--- src/rtl/exu_mdu.sv ---
// exu_mdu: iterative multiply/divide execute unit for the RV M extension.
// One result bit per BUSY cycle (shift-add multiply, restoring divide),
// divide-by-zero and signed overflow resolved at accept without iterating.
//
// Handshake: a transfer happens on a rising edge where valid && ready are both
// high; valid, once raised, holds its payload stable until that edge, and
// ready never depends combinationally on the valid it is paired with.
module exu_mdu #(
  parameter int XLEN  = 32,
  parameter int TAG_W = 48
) (
  input  logic             clk,
  input  logic             rst,
  input  logic             flush,
  input  logic             in_valid,
  output logic             in_ready,
  input  logic [2:0]       in_func3,
  input  logic [XLEN-1:0]  in_src1,
  input  logic [XLEN-1:0]  in_src2,
  input  logic [TAG_W-1:0] in_tag,
  output logic             out_valid,
  input  logic             out_ready,
  output logic [XLEN-1:0]  out_result,
  output logic [TAG_W-1:0] out_tag,
  output logic [1:0]       dbg_state
);

  localparam int CW = $clog2(XLEN) + 1;
  localparam logic [XLEN-1:0] ONES    = '1;
  localparam logic [XLEN-1:0] MIN_NEG = {1'b1, {(XLEN-1){1'b0}}};

  typedef enum logic [1:0] {S_IDLE = 2'd0, S_BUSY = 2'd1, S_DONE = 2'd2} state_t;

  state_t              state_q, state_d;
  logic [CW-1:0]       cnt_q, cnt_d;
  logic [2:0]          func_q, func_d;
  logic [TAG_W-1:0]    tag_q, tag_d;
  logic                neg_q, neg_d;
  logic [XLEN-1:0]     a_q, a_d;     // multiplicand or divisor magnitude
  logic [2*XLEN-1:0]   acc_q, acc_d; // {hi, lo}: product, or {remainder, quotient}
  logic [XLEN-1:0]     res_q, res_d;

  // Operand preparation for the op presented on the input
  logic            sgn1, sgn2, s1_neg, s2_neg, div_zero, div_ovf, ld_neg;
  logic [XLEN-1:0] mag1, mag2;

  // Decode signedness, take magnitudes and spot the special divide cases
  always_comb begin
    sgn1 = 1'b0;
    sgn2 = 1'b0;
    case (in_func3)
      3'd0, 3'd1, 3'd4, 3'd6: begin sgn1 = 1'b1; sgn2 = 1'b1; end
      3'd2:                   begin sgn1 = 1'b1; sgn2 = 1'b0; end
      default:                begin sgn1 = 1'b0; sgn2 = 1'b0; end
    endcase
    s1_neg   = sgn1 & in_src1[XLEN-1];
    s2_neg   = sgn2 & in_src2[XLEN-1];
    mag1     = s1_neg ? (~in_src1 + 1'b1) : in_src1;
    mag2     = s2_neg ? (~in_src2 + 1'b1) : in_src2;
    div_zero = in_func3[2] && (in_src2 == '0);
    div_ovf  = in_func3[2] && !in_func3[0] && (in_src1 == MIN_NEG) && (in_src2 == ONES);
    // Remainder takes the dividend's sign; product and quotient take s1^s2
    ld_neg   = (in_func3[2] && in_func3[1]) ? s1_neg : (s1_neg ^ s2_neg);
  end

  // One iteration of the datapath and the sign/select applied on exit
  logic [XLEN:0]     sum, rem_sh;
  logic [XLEN+1:0]   trial;
  logic [2*XLEN-1:0] mul_nx, div_nx, step, prod_s;
  logic [XLEN-1:0]   qr_sel, qr_s, fin;
  logic              unused_bits;

  // Shift-add multiply step, restoring divide step, final sign fix-up
  always_comb begin
    sum    = {1'b0, acc_q[2*XLEN-1:XLEN]} + (acc_q[0] ? {1'b0, a_q} : '0);
    mul_nx = {sum, acc_q[XLEN-1:1]};
    rem_sh = {acc_q[2*XLEN-1:XLEN], acc_q[XLEN-1]};
    trial  = {1'b0, rem_sh} - {2'b00, a_q};
    // Borrow out means the divisor did not fit: keep the shifted remainder
    div_nx = trial[XLEN+1] ? {rem_sh[XLEN-1:0], acc_q[XLEN-2:0], 1'b0}
                           : {trial[XLEN-1:0], acc_q[XLEN-2:0], 1'b1};
    step   = func_q[2] ? div_nx : mul_nx;
    prod_s = neg_q ? (~step + 1'b1) : step;
    qr_sel = func_q[1] ? step[2*XLEN-1:XLEN] : step[XLEN-1:0];
    qr_s   = neg_q ? (~qr_sel + 1'b1) : qr_sel;
    if (func_q[2])              fin = qr_s;
    else if (func_q[1:0] == '0) fin = prod_s[XLEN-1:0];
    else                        fin = prod_s[2*XLEN-1:XLEN];
    // After a successful subtract the remainder is below the divisor, so
    // the top trial bit and the shifted-out remainder bit are always zero
    unused_bits = trial[XLEN] ^ rem_sh[XLEN];
  end

  assign in_ready = !flush && ((state_q == S_IDLE) || ((state_q == S_DONE) && out_ready));

  logic accept, load;

  // Next-state and datapath control: iterate in BUSY, hold in DONE
  always_comb begin
    state_d = state_q;
    cnt_d   = cnt_q;
    func_d  = func_q;
    tag_d   = tag_q;
    neg_d   = neg_q;
    a_d     = a_q;
    acc_d   = acc_q;
    res_d   = res_q;
    load    = 1'b0;
    accept  = in_valid && in_ready;

    case (state_q)
      S_IDLE: load = accept;
      S_BUSY: begin
        acc_d = step;
        cnt_d = cnt_q - 1'b1;
        if (cnt_q == CW'(1)) begin
          state_d = S_DONE;
          res_d   = fin;
        end
      end
      S_DONE: begin
        if (out_ready) begin
          state_d = S_IDLE;
          load    = accept;
        end
      end
      default: state_d = S_IDLE;
    endcase

    if (load) begin
      func_d = in_func3;
      tag_d  = in_tag;
      neg_d  = ld_neg;
      if (div_zero) begin
        state_d = S_DONE;
        cnt_d   = '0;
        res_d   = in_func3[1] ? in_src1 : ONES;
      end else if (div_ovf) begin
        state_d = S_DONE;
        cnt_d   = '0;
        res_d   = in_func3[1] ? '0 : in_src1;
      end else begin
        state_d = S_BUSY;
        cnt_d   = CW'(XLEN);
        acc_d   = {{XLEN{1'b0}}, (in_func3[2] ? mag1 : mag2)};
        a_d     = in_func3[2] ? mag2 : mag1;
      end
    end

    if (flush) state_d = S_IDLE;
  end

  // State and datapath registers, cleared asynchronously
  always_ff @(posedge clk or negedge rst) begin
    if (!rst) begin
      state_q <= S_IDLE;
      cnt_q   <= '0;
      func_q  <= '0;
      tag_q   <= '0;
      neg_q   <= 1'b0;
      a_q     <= '0;
      acc_q   <= '0;
      res_q   <= '0;
    end else begin
      state_q <= state_d;
      cnt_q   <= cnt_d;
      func_q  <= func_d;
      tag_q   <= tag_d;
      neg_q   <= neg_d;
      a_q     <= a_d;
      acc_q   <= acc_d;
      res_q   <= res_d;
    end
  end

  assign out_valid  = (state_q == S_DONE);
  assign out_result = res_q;
  assign out_tag    = tag_q;
  assign dbg_state  = state_q;

endmodule

--- config.mk ---
export PLATFORM = sky130hd
export DESIGN_NAME = exu_mdu
export DESIGN_NICKNAME = d
export VERILOG_FILES = /design/src/rtl/exu_mdu.sv
export SDC_FILE = /design/constraint.sdc
export NUM_CORES = 1
export LEC_CHECK = 0
export BUFFER_PORTS_ARGS = -buffer_cell sky130_fd_sc_hd__buf_2
export CORE_ASPECT_RATIO = 1.2
export CORE_UTILIZATION = 35
export DETAILED_ROUTE_END_ITERATION = 16
export HOLD_SLACK_MARGIN = 0.08
export PLACE_DENSITY = 0.5
export SKIP_LAST_GASP = 1
export SLEW_MARGIN = 20
export SYNTH_ARGS = -nofsm -noshare
export SYNTH_HDL_FRONTEND = slang
export SYNTH_SLANG_ARGS = --single-unit
--- constraint.sdc ---
create_clock -name clk -period 5.6 [get_ports clk]
set_input_delay 0.28 -clock clk [delete_from_list [all_inputs] [get_ports clk]]
set_output_delay 0.28 -clock clk [all_outputs]
set_load 0.02 [all_outputs]
After elaboration in Yosys (flattened, before gate mapping)
Index checks and enable logic that the tools add are counted.
{ "word_totals": {"regBits": 188, "in_bits": 120} }
{ "op_classes": {"n_addsub": 7, "eq_ne": 12, "n_mux": 39, "n_bitwise": 9, "reduce_logical": 20} }
{ "ops": {"columns": ["operator", "n"], "rows": [
  ["$mux W32", 16],
  ["$mux W64", 7],
  ["$add A32 B1 Y32 const B", 3],
  ["$not A32 Y32", 3],
  ["$add A64 B1 Y64 const B", 1],
  ["$eq A32 B32 Y1 const B", 2],
  ["$not A64 Y64", 1],
  ["$sub A33 B32 Y34", 1],
  ["$add A32 B32 Y33", 1],
  ["$logic_not A32 Y1", 1],
  ["$mux W6", 4],
  ["$mux W2", 6],
  ["$logic_and A1 B1 Y1", 8],
  ["$eq A3 B3 Y1 const B", 2],
  ["$eq A6 B1 Y1 const B", 1],
  ["$pmux W2 S3", 1],
  ["$reduce_and A3 Y1", 2],
  ["$sub A6 B1 Y6 const B", 1],
  ["$reduce_or A5 Y1", 1],
  ["$logic_not A2 Y1", 2],
  ["$mux W1", 4],
  ["$ne A4 B2 Y1 const B", 1],
  ["$ne A4 B4 Y1 const B", 1],
  ["$reduce_or A4 Y1", 1],
  ["13 further kinds", 16]
]} }

Depth between registers and ports, before layout
Gate-level depths: netlist (run 1).
{ "logic_depth": {"word_depth": 13, "mapped_depth": 23} }

Worst setup path after synthesis (run 1)
OpenSTA, ideal clock, no wires.
{ "synth_path": {"kind": "register to register", "from": "reg acc_q[39]", "to": "reg res_q[26], in the netlist out_result[26]", "t_arrival_ns": 4.934, "slack_ns": 0.601, "path_stages_with_launch": 22, "synth_period_minus_slack_ns": 4.999, "cell_sequence": "dfrtp_1 ha_1 clkbuf_2 and2_4 a221oi_4 o22ai_2 o31ai_4 a31oi_1 inv_1 ha_1 nand2_1 nor3_1 nand3_1 nor2_1 or4b_1 clkbuf_1 or4_1 nand3b_4 o31a_1 xnor2_1 a221oi_1 o21a_1"} }
{ "synth_via": {"elab_chain_len": 13} }
{ "synth_rtl": {"columns": ["item", "line", "text"], "rows": [
  ["start: declaration", "40", "logic [2*XLEN-1:0] acc_q, acc_d;"],
  ["start signal: assignment", "162", "acc_q <= '0;"],
  ["start signal: assignment", "171", "acc_q <= acc_d;"],
  ["$sub A33 B32 Y34", "78", "trial = {1'b0, rem_sh} - {2'b00, a_q};"],
  ["$mux W64", "80", "div_nx = trial[XLEN+1] ? {rem_sh[XLEN-1:0], acc_q[XLEN-2:0], 1'b0}"],
  ["$mux W64 (*)", "82", "step = func_q[2] ? div_nx : mul_nx;"],
  ["$not A64 Y64 or $mux W32 (tied branches)", "83, 84", null],
  ["$add A64 B1 Y64 or $not A32 Y32 (tied branches)", "83, 85", null],
  ["$mux W64 or $add A32 B1 Y32 (tied branches)", "83, 85", null],
  ["$mux W32 (on tied branches)", "87, 85", null],
  ["$mux W32 (*)", "86", "if (func_q[2]) fin = qr_s;"],
  ["$mux W32 (*)", "116", "if (cnt_q == CW'(1)) begin"],
  ["$mux W32 (*)", "111", "case (state_q)"],
  ["$mux W32", "138", "end else if (div_ovf) begin"],
  ["$mux W32", "134", "if (div_zero) begin"],
  ["$mux W32 (*)", "130", "if (load) begin"],
  ["via res_d[26]", "41", "logic [XLEN-1:0] res_q, res_d;"],
  ["end signal: assignment", "172", "res_q <= res_d;"],
  ["end: declaration", "41", null]
]} }
Mark *: on every way through the listed nets, which the timed path passes. The rest lies on a longest branch.
A chain may end at the register's enable or synchronous reset.

Worst setup path in the final report (run 1)
{ "layout_path": {"from": "reg acc_q[55]", "to": "reg res_q[26], in the netlist out_result[26]"} }
Same word-level chain as after synthesis.

==> results of run 1 <==
==> per-stage QoR <==
step	std cells	worst slack [ns]	utilization (%)	hold WS, ns
after CTS	3553	0.0992	41.2	0.0807
after global placement	3471	0.212	39.2	0.339
after floorplan	2631	0.601	-	-0.0156
after global routing	3554	0.0105	41.2	0.128
after detailed placement	3471	0.130	39.2	0.337
final	3554	0.241	41.2	0.107
==> area by class of cell <==
cell class,instances,area [sq um],area share (%)
Clock inverter,15,136,0.617
Sequential cell,188,4710,21.3
Timing Repair Buffer,352,2280,10.3
Multi-Input combinational cell,2198,13400,60.6
Inverter,72,270,1.22
Clock buffer,17,425,1.92
Tap cell,712,891,4.03
==> cell usage in the layout (no fill, tap or decap), types with 71 or more instances in the layout <==
master / Yosys / routed
a21oi_1: 221 / 221
buf_2: 16 / 201
buf_4: 1 / 99
dfrtp_1: 188 / 185
ha_1: 71 / 71
inv_1: 71 / 71
nand2_1: 432 / 430
nor2_1: 261 / 259
o211ai_1: 78 / 78
o21ai_0: 228 / 228
xnor2_1: 83 / 83
xor2_1: 71 / 71
==> how the worst max path moves through the flow <==
stage | to | slack [ns]
global placement | out_result[26]$_DFF_PN0_ | 0.21
floorplan | out_result[26]$_DFF_PN0_ | 0.60
finish | out_result[26]$_DFF_PN0_ | 0.24
CTS | out_result[26]$_DFF_PN0_ | 0.1
detailed placement | out_result[30]$_DFF_PN0_ | 0.13
global route | out_result[31]$_DFF_PN0_ | 0.01
==> worst min-delay path, delay by kind of cell <==
| family | cells | cell delay, ns |
|---|---|---|
| AND/OR/NAND/NOR | 1 | 0.08 |
| AO/OA/AOI/OAI | 1 | 0.08 |
| buffers and inverters | 1 | 0.11 |
==> power by group through the flow <==
stage	Sequential (W)	Clock, W	Combinational, W
after floorplan	0.00233	0	0.00590
after global placement	0.00234	0	0.00903
after detailed placement	0.00235	0	0.00906
after CTS	0.00233	0.00127	0.00915
after global routing	0.00241	0.00131	0.0101
final	0.00234	0.00124	0.00936
==> cell families (layout without fill, tap and decap cells) <==
kind of cell,after synthesis,after routing
compound gates,832,832
xor+xnor,154,154
fa+ha+maj,74,74
buf+inv,245,456
flops,188,188
mux,67,67
simple gates,1071,1071
==> layer usage <==
layer	vias to the layer above	track usage, %
met4	0	15.6
met1	10194	37.7
met5	-	0
li1	9928	-
met3	172	3.87
met2	891	54.9
==> flip-flops by register name (all words and copies together), names as in the netlist <==
signal	count
neg_q	1
out_result	32
cnt_q	6
out_tag	48
dbg_state	2
func_q	3
a_q	32
acc_q	64
==> what timing repair did <==
action,4_1_cts,5_1_grt
endpoints found under the setup margin,0,11
hold endpoints to repair,116,0
hold buffers,50,0
buffers inserted,0,1
resized for setup,0,2
==> results.sh, run 1 <==
export IMPL_area_growth_pct=16.3
export IMPL_syn_nets=2824
export IMPL_finalPower_w=0.0129
export IMPL_yosysWarnings=0
export IMPL_hold_path_class="in -> reg"
export IMPL_clkSinkCount=188
export IMPL_antennaDiodeCount=0
export IMPL_p_comb_share_pct=72.4
export IMPL_rsz0062_at_grt="no"
export IMPL_clk_path_buf_depth=2
export IMPL_path_buf_inv=2
export IMPL_grt_pass1_wl_um=131000
export IMPL_wire_per_inst_um=24.7
export IMPL_ios=204
export IMPL_syn_avg_cell_area_sq_um=7.22
export IMPL_path_clk_slew_ns=0.08
export IMPL_wl_met2_um=42700
export IMPL_cts_tree="yes"
export IMPL_tightestPinTransition_ns=1.05
export IMPL_cp_startpoint="acc_q[55]$_DFF_PN0_"
export IMPL_crit_chain="ha_1 -> nand2_1 -> nor2_1 -> and4_1 -> o31ai_4 -> buf_4 -> a31oi_1 -> a21oi_2 -> o32ai_1 -> nand2_1 -> nor4_1 -> buf_4 -> nand4_1 -> o21ai_0 -> mux2_2 -> o21a_1"
export IMPL_synth_edf_count=0
export IMPL_drtIter0Drc=1779
export IMPL_clk_latency_ns=0.48
export IMPL_crit_path_start_kind="flop"
export IMPL_synthesis_area_sq_um=19000
export IMPL_fill_cells=5599
export IMPL_fin_tns_setup_ns=0
export IMPL_wl_met3_um=5110
export IMPL_finalMaxSlewViolations=0
export IMPL_worstReg2RegStart="acc_q[55]$_DFF_PN0_"
export IMPL_switching_share_pct=55.9
export IMPL_synth_top_cells_by_area="dfrtp_1 (25%), nand2_1 (8.5%), o21ai_0 (6.0%)"
export IMPL_drtAntennaViolNets=0
export IMPL_die_x_um=215
export IMPL_chipHeight_um=257
export IMPL_ir_drop_mv=0.322
export IMPL_viasPerCell=5.96
export IMPL_drt_first_pass_iters=6
export IMPL_synth_largest_area_cell="dfrtp_1"
export IMPL_cts_buffers=17
export IMPL_h_tree_depth=4
export IMPL_hpwlAfterDp_um=68900
export IMPL_synth_distinct_cells=103
export IMPL_max_stage_delay_ns=0.57
export IMPL_r2r_cells=16
export IMPL_maxCapViolations=0
export IMPL_synth_ff_type="dfrtp_1"
export IMPL_synth_most_common_cell="nand2_1"
export IMPL_grt_max_degree=87
export IMPL_p_leak_nw=9.38
export IMPL_cp_end_kind="flop"
export IMPL_finalHoldViolations=0
export IMPL_clkPwrFrac_pct=9.6
export IMPL_synth_compound_area_share_pct=28.4
export IMPL_max_slew_margin_pct=29.2
export IMPL_intPower_w=0.00571
export IMPL_antenna_found_initial=10
export IMPL_path_delay_family="simple AND/OR/NAND/NOR gates"
export IMPL_ys_seq_elements=188
export IMPL_track_usage_pct=31.4
export IMPL_core_sq_um=53600
export IMPL_min_period_ns=5.36
export IMPL_post_route_period_util_pct=95.7
export IMPL_met1_length_um=35400
export IMPL_synth_xor_area_share_pct=7.10
export IMPL_seq_area_frac_synth_pct=24.8
export IMPL_fmax_mhz=187
export IMPL_synth_mux_area_share_pct=3.77
export IMPL_yosysTopAreaCellShare_pct=24.8
export IMPL_hold_start="in_src1[6]"
export IMPL_setup_viol=0
export IMPL_portBuffers=203
export IMPL_finalWirelength_um=87700
export IMPL_place_congestion=1.01
export IMPL_synthAdderAreaFrac_pct=4.94
export IMPL_crit_slowest_cell="o32ai_1"
export IMPL_status="finished, final reports clean"
export IMPL_cp_arrival_ns=5.73
export IMPL_powerDensity_nw_per_um2=585
export IMPL_top_layer="met4"
export IMPL_synth_commonest_cells="nand2_1 (432), nor2_1 (261), o21ai_0 (228), a21oi_1 (221), dfrtp_1 (188)"
export IMPL_stdcell_area_sq_um=22100
export IMPL_grt_ovfl_total=0
export IMPL_start_util_pct=35.4
export IMPL_whs_endpoint="out_result[6]$_DFF_PN0_"
export IMPL_synth_simple_gate_area_share_pct=26.0
export IMPL_critPathMaxFanout=10
export IMPL_syn_instance_count=2631
export IMPL_cp_depth=16
export IMPL_synth_top_family_by_area="compound AO/OA/AOI/OAI gates"
export IMPL_fin_nets=3022
export IMPL_num_rows=93
export IMPL_grt_pass1_vias=20705
export IMPL_crit_type="reg -> reg"
export IMPL_via_count=21185
export IMPL_postPlaceCellArea_sq_um=21000
export IMPL_design_die_area_sq_um=55200
export IMPL_drc=0
export IMPL_ff2ff_setup_slack_ns=0.24
export IMPL_root_buffer="clkbuf_16"
export IMPL_required_ns=5.97
export IMPL_whs_path_depth=3
export IMPL_r2r_end="out_result[26]$_DFF_PN0_"
export IMPL_seq_power_share_pct=18.1
export IMPL_drive_gt1_share_pct=14.3
export IMPL_synthArstFlopShare_pct=100
export IMPL_power_switching_w=0.00723
export IMPL_skew_ns=0.00916
(Power assumes the default switching activity.)
==> run 2: changes to the inputs <==
- BUFFER_PORTS_ARGS: -buffer_cell sky130_fd_sc_hd__buf_2 -> not set
- DONT_BUFFER_PORTS: not set -> 1
- PLACE_DENSITY: 0.5 -> 0.47
==> results.sh, run 2 (synthesis results as in run 1) <==
export IMPL_antenna_found_initial=2
export IMPL_clk_latency_ns=0.48
export IMPL_area_growth_pct=12.6
export IMPL_final_common_cell="nand2_1"
export IMPL_layout_common_cells="nand2_1 (430), nor2_1 (259), o21ai_0 (228)"
export IMPL_grt_ovfl_total=0
export IMPL_multi_input_area_sq_um=13400
export IMPL_drt_first_pass_iters=6
export IMPL_post_route_period_util_pct=94.7
export IMPL_die_x_um=215
export IMPL_grt_max_degree=189
export IMPL_finalHoldViolations=0
export IMPL_stdcell_area_sq_um=21400
export IMPL_rsz0062_at_grt="no"
export IMPL_num_rows=93
export IMPL_fin_nets=2835
export IMPL_drtAntennaViolNets=0
export IMPL_critPathMaxFanout=7
export IMPL_required_ns=6.02
export IMPL_chipHeight_um=257
export IMPL_setup_viol=0
export IMPL_ff2ff_setup_slack_ns=0.30
export IMPL_viasPerCell=6.12
export IMPL_h_tree_depth=4
export IMPL_grt_pass1_vias=20086
export IMPL_clk_path_buf_depth=2
export IMPL_fmax_mhz=189
export IMPL_max_slew_margin_pct=23.4
export IMPL_design_die_area_sq_um=55200
export IMPL_cp_end_kind="flop"
export IMPL_wire_per_inst_um=26.0
export IMPL_root_buffer="clkbuf_16"
export IMPL_drive_gt1_share_pct=7.27
export IMPL_drc=0
export IMPL_place_congestion=0.963
export IMPL_ios=204
export IMPL_finalMaxSlewViolations=0
export IMPL_postPlaceCellArea_sq_um=19900
export IMPL_hpwlAfterDp_um=66300
export IMPL_dp_cells=3253
export IMPL_p_leak_nw=8.69
export IMPL_fin_cells=3367
export IMPL_status="finished, final reports clean"
export IMPL_cts_tree="yes"
export IMPL_clkSinkCount=188
export IMPL_top_register="acc_q"
export IMPL_via_count=20613
export IMPL_finalWirelength_um=87500
export IMPL_crit_type="reg -> reg"
export IMPL_track_usage_pct=31.3
export IMPL_crit_path_start_kind="flop"
export IMPL_core_sq_um=53600
export IMPL_maxCapViolations=0
export IMPL_path_clk_slew_ns=0.08
export IMPL_portBuffers=0
export IMPL_largest_register_ffs=64
export IMPL_powerDensity_nw_per_um2=599
export IMPL_skew_ns=0.0138
export IMPL_fin_tns_setup_ns=0
export IMPL_tightestPinTransition_ns=1.14
export IMPL_ir_drop_mv=0.272
export IMPL_seq_area_sq_um=4710
export IMPL_grt_pass1_wl_um=130000
export IMPL_fill_cells=5617
export IMPL_drtIter0Drc=1813
export IMPL_hold_path_class="in -> reg"
export IMPL_min_period_ns=5.30
export IMPL_antennaDiodeCount=0
export IMPL_start_util_pct=35.4
export IMPL_cts_buffers=17
export IMPL_post_cts_buffers=0
export IMPL_cp_arrival_ns=5.72
run 2: cell types whose count changed in the layout (fill, tap and decap cells not counted), moves of 2 or more:
| cell | previous run | this run |
|---|---|---|
| buf_12 | 1 | 3 |
| buf_16 | 0 | 3 |
| buf_2 | 201 | 0 |
| buf_4 | 99 | 80 |
| bufinv_16 | 0 | 2 |
| clkinv_2 | 2 | 4 |
| clkinv_8 | 2 | 0 |
| clkinvlp_4 | 4 | 2 |
| dlygate4sd3_1 | 50 | 79 |
| inv_6 | 4 | 2 |
run 2: metrics by stage:
stage / setup slack [ns] / util [%] / power [W] / hold WS [ns]
3_5_place_dp: 0.189 / 37.1 / 0.0112 / -0.00595
2_1_floorplan: 0.601 / - / 0.00823 / -0.0156
5_1_grt: 0.00203 / 39.9 / 0.0137 / 0.0964
4_1_cts: 0.113 / 39.8 / 0.0126 / 0.0833
3_3_place_gp: 0.330 / 37.1 / 0.0112 / -0.00589
6_report: 0.297 / 39.9 / 0.0128 / 0.109
run 2: timing repair:
| item | CTS | global route |
|---|---|---|
| setup endpoints to repair | 0 | 12 |
| endpoints found under the hold margin | 299 | 0 |
| hold buffers | 81 | 0 |
| gates resized for setup | 0 | 5 |
run 2: routing by layer:
metal	routed length [um]	vias up	GRT usage [%]
li1	-	9560	-
met1	35700	10048	38.4
met2	41900	838	53.3
met5	12	-	0
met4	4590	2	16.3
met3	5240	165	4.13
run 2: cell type report:
| cell class | count | share of cell area (%) |
|---|---|---|
| multi-input combinational | 2198 | 62.6 |
| sequential | 188 | 22.0 |
| timing repair buffer | 165 | 7.17 |
| tap | 712 | 4.16 |
| clock buffer | 19 | 2.12 |
| inverter | 72 | 1.26 |
| clock inverter | 13 | 0.649 |
run 2: final timing paths:
kind | startpoint | to | depth (start not counted)
min reg2reg | a_q[23]$_DFFE_PN0P_ | a_q[23]$_DFFE_PN0P_ | 2
max reg2reg | acc_q[57]$_DFF_PN0_ | out_result[26]$_DFF_PN0_ | 19
min in group asynchronous | rst | a_q[25]$_DFFE_PN0P_ | 2
min | in_src1[11] | acc_q[11]$_DFF_PN0_ | 4
max | acc_q[57]$_DFF_PN0_ | out_result[26]$_DFF_PN0_ | 19
max in group asynchronous | rst | neg_q$_DFFE_PN0P_ | 3
run 2: where the power goes:
part	switching [W]	leakage [nW]	internal, W
clock network	0.000635	0.289	0.000684
registers	0.000781	2.30	0.00180
logic	0.00573	6.10	0.00320
run 2: worst max-delay path, cell delays in order (launching register included):
cell and delay, ns:
dfrtp_1 0.43, ha_1 0.40, a21oi_1 0.28, o2111ai_1 0.20, a21oi_1 0.49, or2_1 0.20, a31oi_1 0.17, inv_1 0.16
ha_1 0.21, nand2_1 0.11, nor3_2 0.19, nand3_1 0.14, nor2_1 0.15, or4b_1 0.48, or4_1 0.49, nand3b_4 0.27
o31a_1 0.30, xnor2_1 0.12, a221oi_1 0.26, o21a_1 0.16
==> run 3: changes to the inputs <==
--- a/constraint.sdc
+++ b/constraint.sdc
@@ -3,2 +3,2 @@
 set_output_delay 0.28 -clock clk [all_outputs]
-set_load 0.02 [all_outputs]
+set_load 0.005 [all_outputs]
==> results.sh, run 3 (synthesis results as in run 1) <==
export IMPL_die_x_um=215
export IMPL_critPathMaxFanout=22
export IMPL_num_rows=93
export IMPL_fin_tns_setup_ns=0
export IMPL_grt_pass1_vias=20058
export IMPL_cts_buffers=17
export IMPL_drtAntennaViolNets=0
export IMPL_path_delay_family="simple AND/OR/NAND/NOR gates"
export IMPL_maxCapViolations=0
export IMPL_p_leak_nw=8.66
export IMPL_drc=0
export IMPL_cp_arrival_ns=5.66
export IMPL_post_cts_buffers=0
export IMPL_finalHoldViolations=0
export IMPL_crit_slowest_cell="or4_1"
export IMPL_area_growth_pct=12.3
export IMPL_crit_type="reg -> reg"
export IMPL_max_slew_margin_pct=30.9
export IMPL_drive_gt1_share_pct=7.28
export IMPL_place_congestion=0.965
export IMPL_portBuffers=0
export IMPL_viasPerCell=6.15
export IMPL_grt_ovfl_total=0
export IMPL_final_core_util_pct=39.8
export IMPL_min_period_ns=5.35
export IMPL_wire_per_inst_um=26.1
export IMPL_dp_slack_ns=0.182
export IMPL_ir_drop_mv=0.273
export IMPL_worst_slack_ns=0.254
export IMPL_chipHeight_um=257
export IMPL_crit_path_start_kind="flop"
export IMPL_via_count=20693
export IMPL_h_tree_depth=4
export IMPL_layout_common_cells="nand2_1 (430), nor2_1 (259), o21ai_0 (227)"
export IMPL_antenna_found_initial=1
export IMPL_fill_cells=5573
export IMPL_powerDensity_nw_per_um2=591
export IMPL_path_clk_slew_ns=0.08
export IMPL_finalMaxSlewViolations=0
export IMPL_ios=204
export IMPL_cp_depth=13
export IMPL_hpwlAfterDp_um=66200
export IMPL_seq_area_sq_um=4710
export IMPL_required_ns=5.92
export IMPL_top_register="acc_q"
export IMPL_antennaDiodeCount=0
export IMPL_cp_end_kind="flop"
export IMPL_fin_nets=2833
export IMPL_whs_path_depth=3
export IMPL_hold_path_class="in -> reg"
export IMPL_cts_tree="yes"
export IMPL_start_util_pct=35.4
export IMPL_root_buffer="clkbuf_16"
export IMPL_status="finished, final reports clean"
export IMPL_clkSinkCount=188
export IMPL_setup_viol=0
export IMPL_multi_input_area_sq_um=13400
export IMPL_design_die_area_sq_um=55200
export IMPL_drt_first_pass_iters=6
export IMPL_max_stage_delay_ns=0.66
export IMPL_crit_top_cell="or3_1"
export IMPL_track_usage_pct=31.3
export IMPL_tightestPinTransition_ns=1.03
export IMPL_final_common_cell="nand2_1"
export IMPL_finalWirelength_um=87800
export IMPL_crit_chain="inv_2 -> nor3_2 -> o211ai_2 -> or3_1 -> or3_1 -> or4_4 -> or4_1 -> nor4_4 -> nand4b_2 -> nor2_1 -> mux2i_1 -> o221ai_1 -> o211ai_1"
export IMPL_clk_latency_ns=0.48
export IMPL_grt_pass1_wl_um=130000
export IMPL_path_buf_inv=1
export IMPL_largest_register_ffs=64
export IMPL_drtIter0Drc=1852
export IMPL_r2r_cells=13
export IMPL_rsz0062_at_grt="no"
export IMPL_clk_path_buf_depth=2
export IMPL_skew_ns=0.0111
export IMPL_core_sq_um=53600
export IMPL_fmax_mhz=187
export IMPL_post_route_period_util_pct=95.5
export IMPL_grt_max_degree=189
run 3: cell count changes in the layout (fill, tap and decap cells not counted), sizes merged:
cell,previous run,this run
clkinvlp,2,1
clkbuf,19,21
bufinv,2,1
dlygate4sd3,79,77
inv,74,73
run 3: path summary, 6_finish.rpt:
kind                                    startpoint                       end  slack [ns]
min in group asynchronous                      rst       a_q[25]$_DFFE_PN0P_        0.30
setup reg to reg             func_q[2]$_DFFE_PN0P_  out_result[29]$_DFF_PN0_        0.25
max in group asynchronous                      rst     func_q[1]$_DFFE_PN0P_        4.20
setup / recovery             func_q[2]$_DFFE_PN0P_  out_result[29]$_DFF_PN0_        0.25
hold / removal                         in_func3[1]         neg_q$_DFFE_PN0P_        0.09
hold reg to reg            out_tag[33]$_DFFE_PN0P_   out_tag[33]$_DFFE_PN0P_        0.51
run 3: cell type report:
cell class	count	share of cell area, %
Tap cell	712	4.17
Clock buffer	21	2.16
Clock inverter	10	0.434
Timing Repair Buffer	163	7.06
Inverter	72	1.27
Sequential cell	188	22.1
Multi-Input combinational cell	2198	62.8
run 3: worst reg2reg max path, delay by kind of cell (launching register included):
family                 cells  cell delay (ns)
AO/OA/AOI/OAI              3             0.71
AND/OR/NAND/NOR            8             3.54
multiplexers               1             0.09
buffers and inverters      1             0.20
flip-flops                 1             0.65
run 3: report_power, final:
part | total (W) | internal (W) | leakage, nW | switching [W]
combinational | 0.00896 | 0.00320 | 6.09 | 0.00576
clock | 0.00125 | 0.000635 | 0.273 | 0.000615
sequential | 0.00240 | 0.00180 | 2.30 | 0.000603
run 3: layer usage:
metal | up-vias | global-route usage (%) | part of all wire, %
met2 | 856 | 54.0 | 48
li1 | 9530 | - | -
met5 | - | 0 | 0
met1 | 10166 | 39.1 | 41
met4 | 0 | 14.2 | 4.6
met3 | 141 | 3.38 | 6.1
run 3: per-stage QoR:
stage	area [sq um]	power [W]	cells	hold slack [ns]
final	21300	0.0126	3364	0.0924
after global routing	21300	0.0134	3364	0.0923
after CTS	21300	0.0124	3363	0.0804
after detailed placement	19900	0.0110	3253	-0.00580
after global placement	19900	0.0110	3253	-0.00622
after floorplan	19000	0.00805	2631	-0.0156
run 3: timing repair:
item / CTS / global route
endpoints found under the setup margin: 0 / 12
endpoints found under the hold margin: 292 / 0
hold buffers: 79 / 0
gates resized for setup: 0 / 9
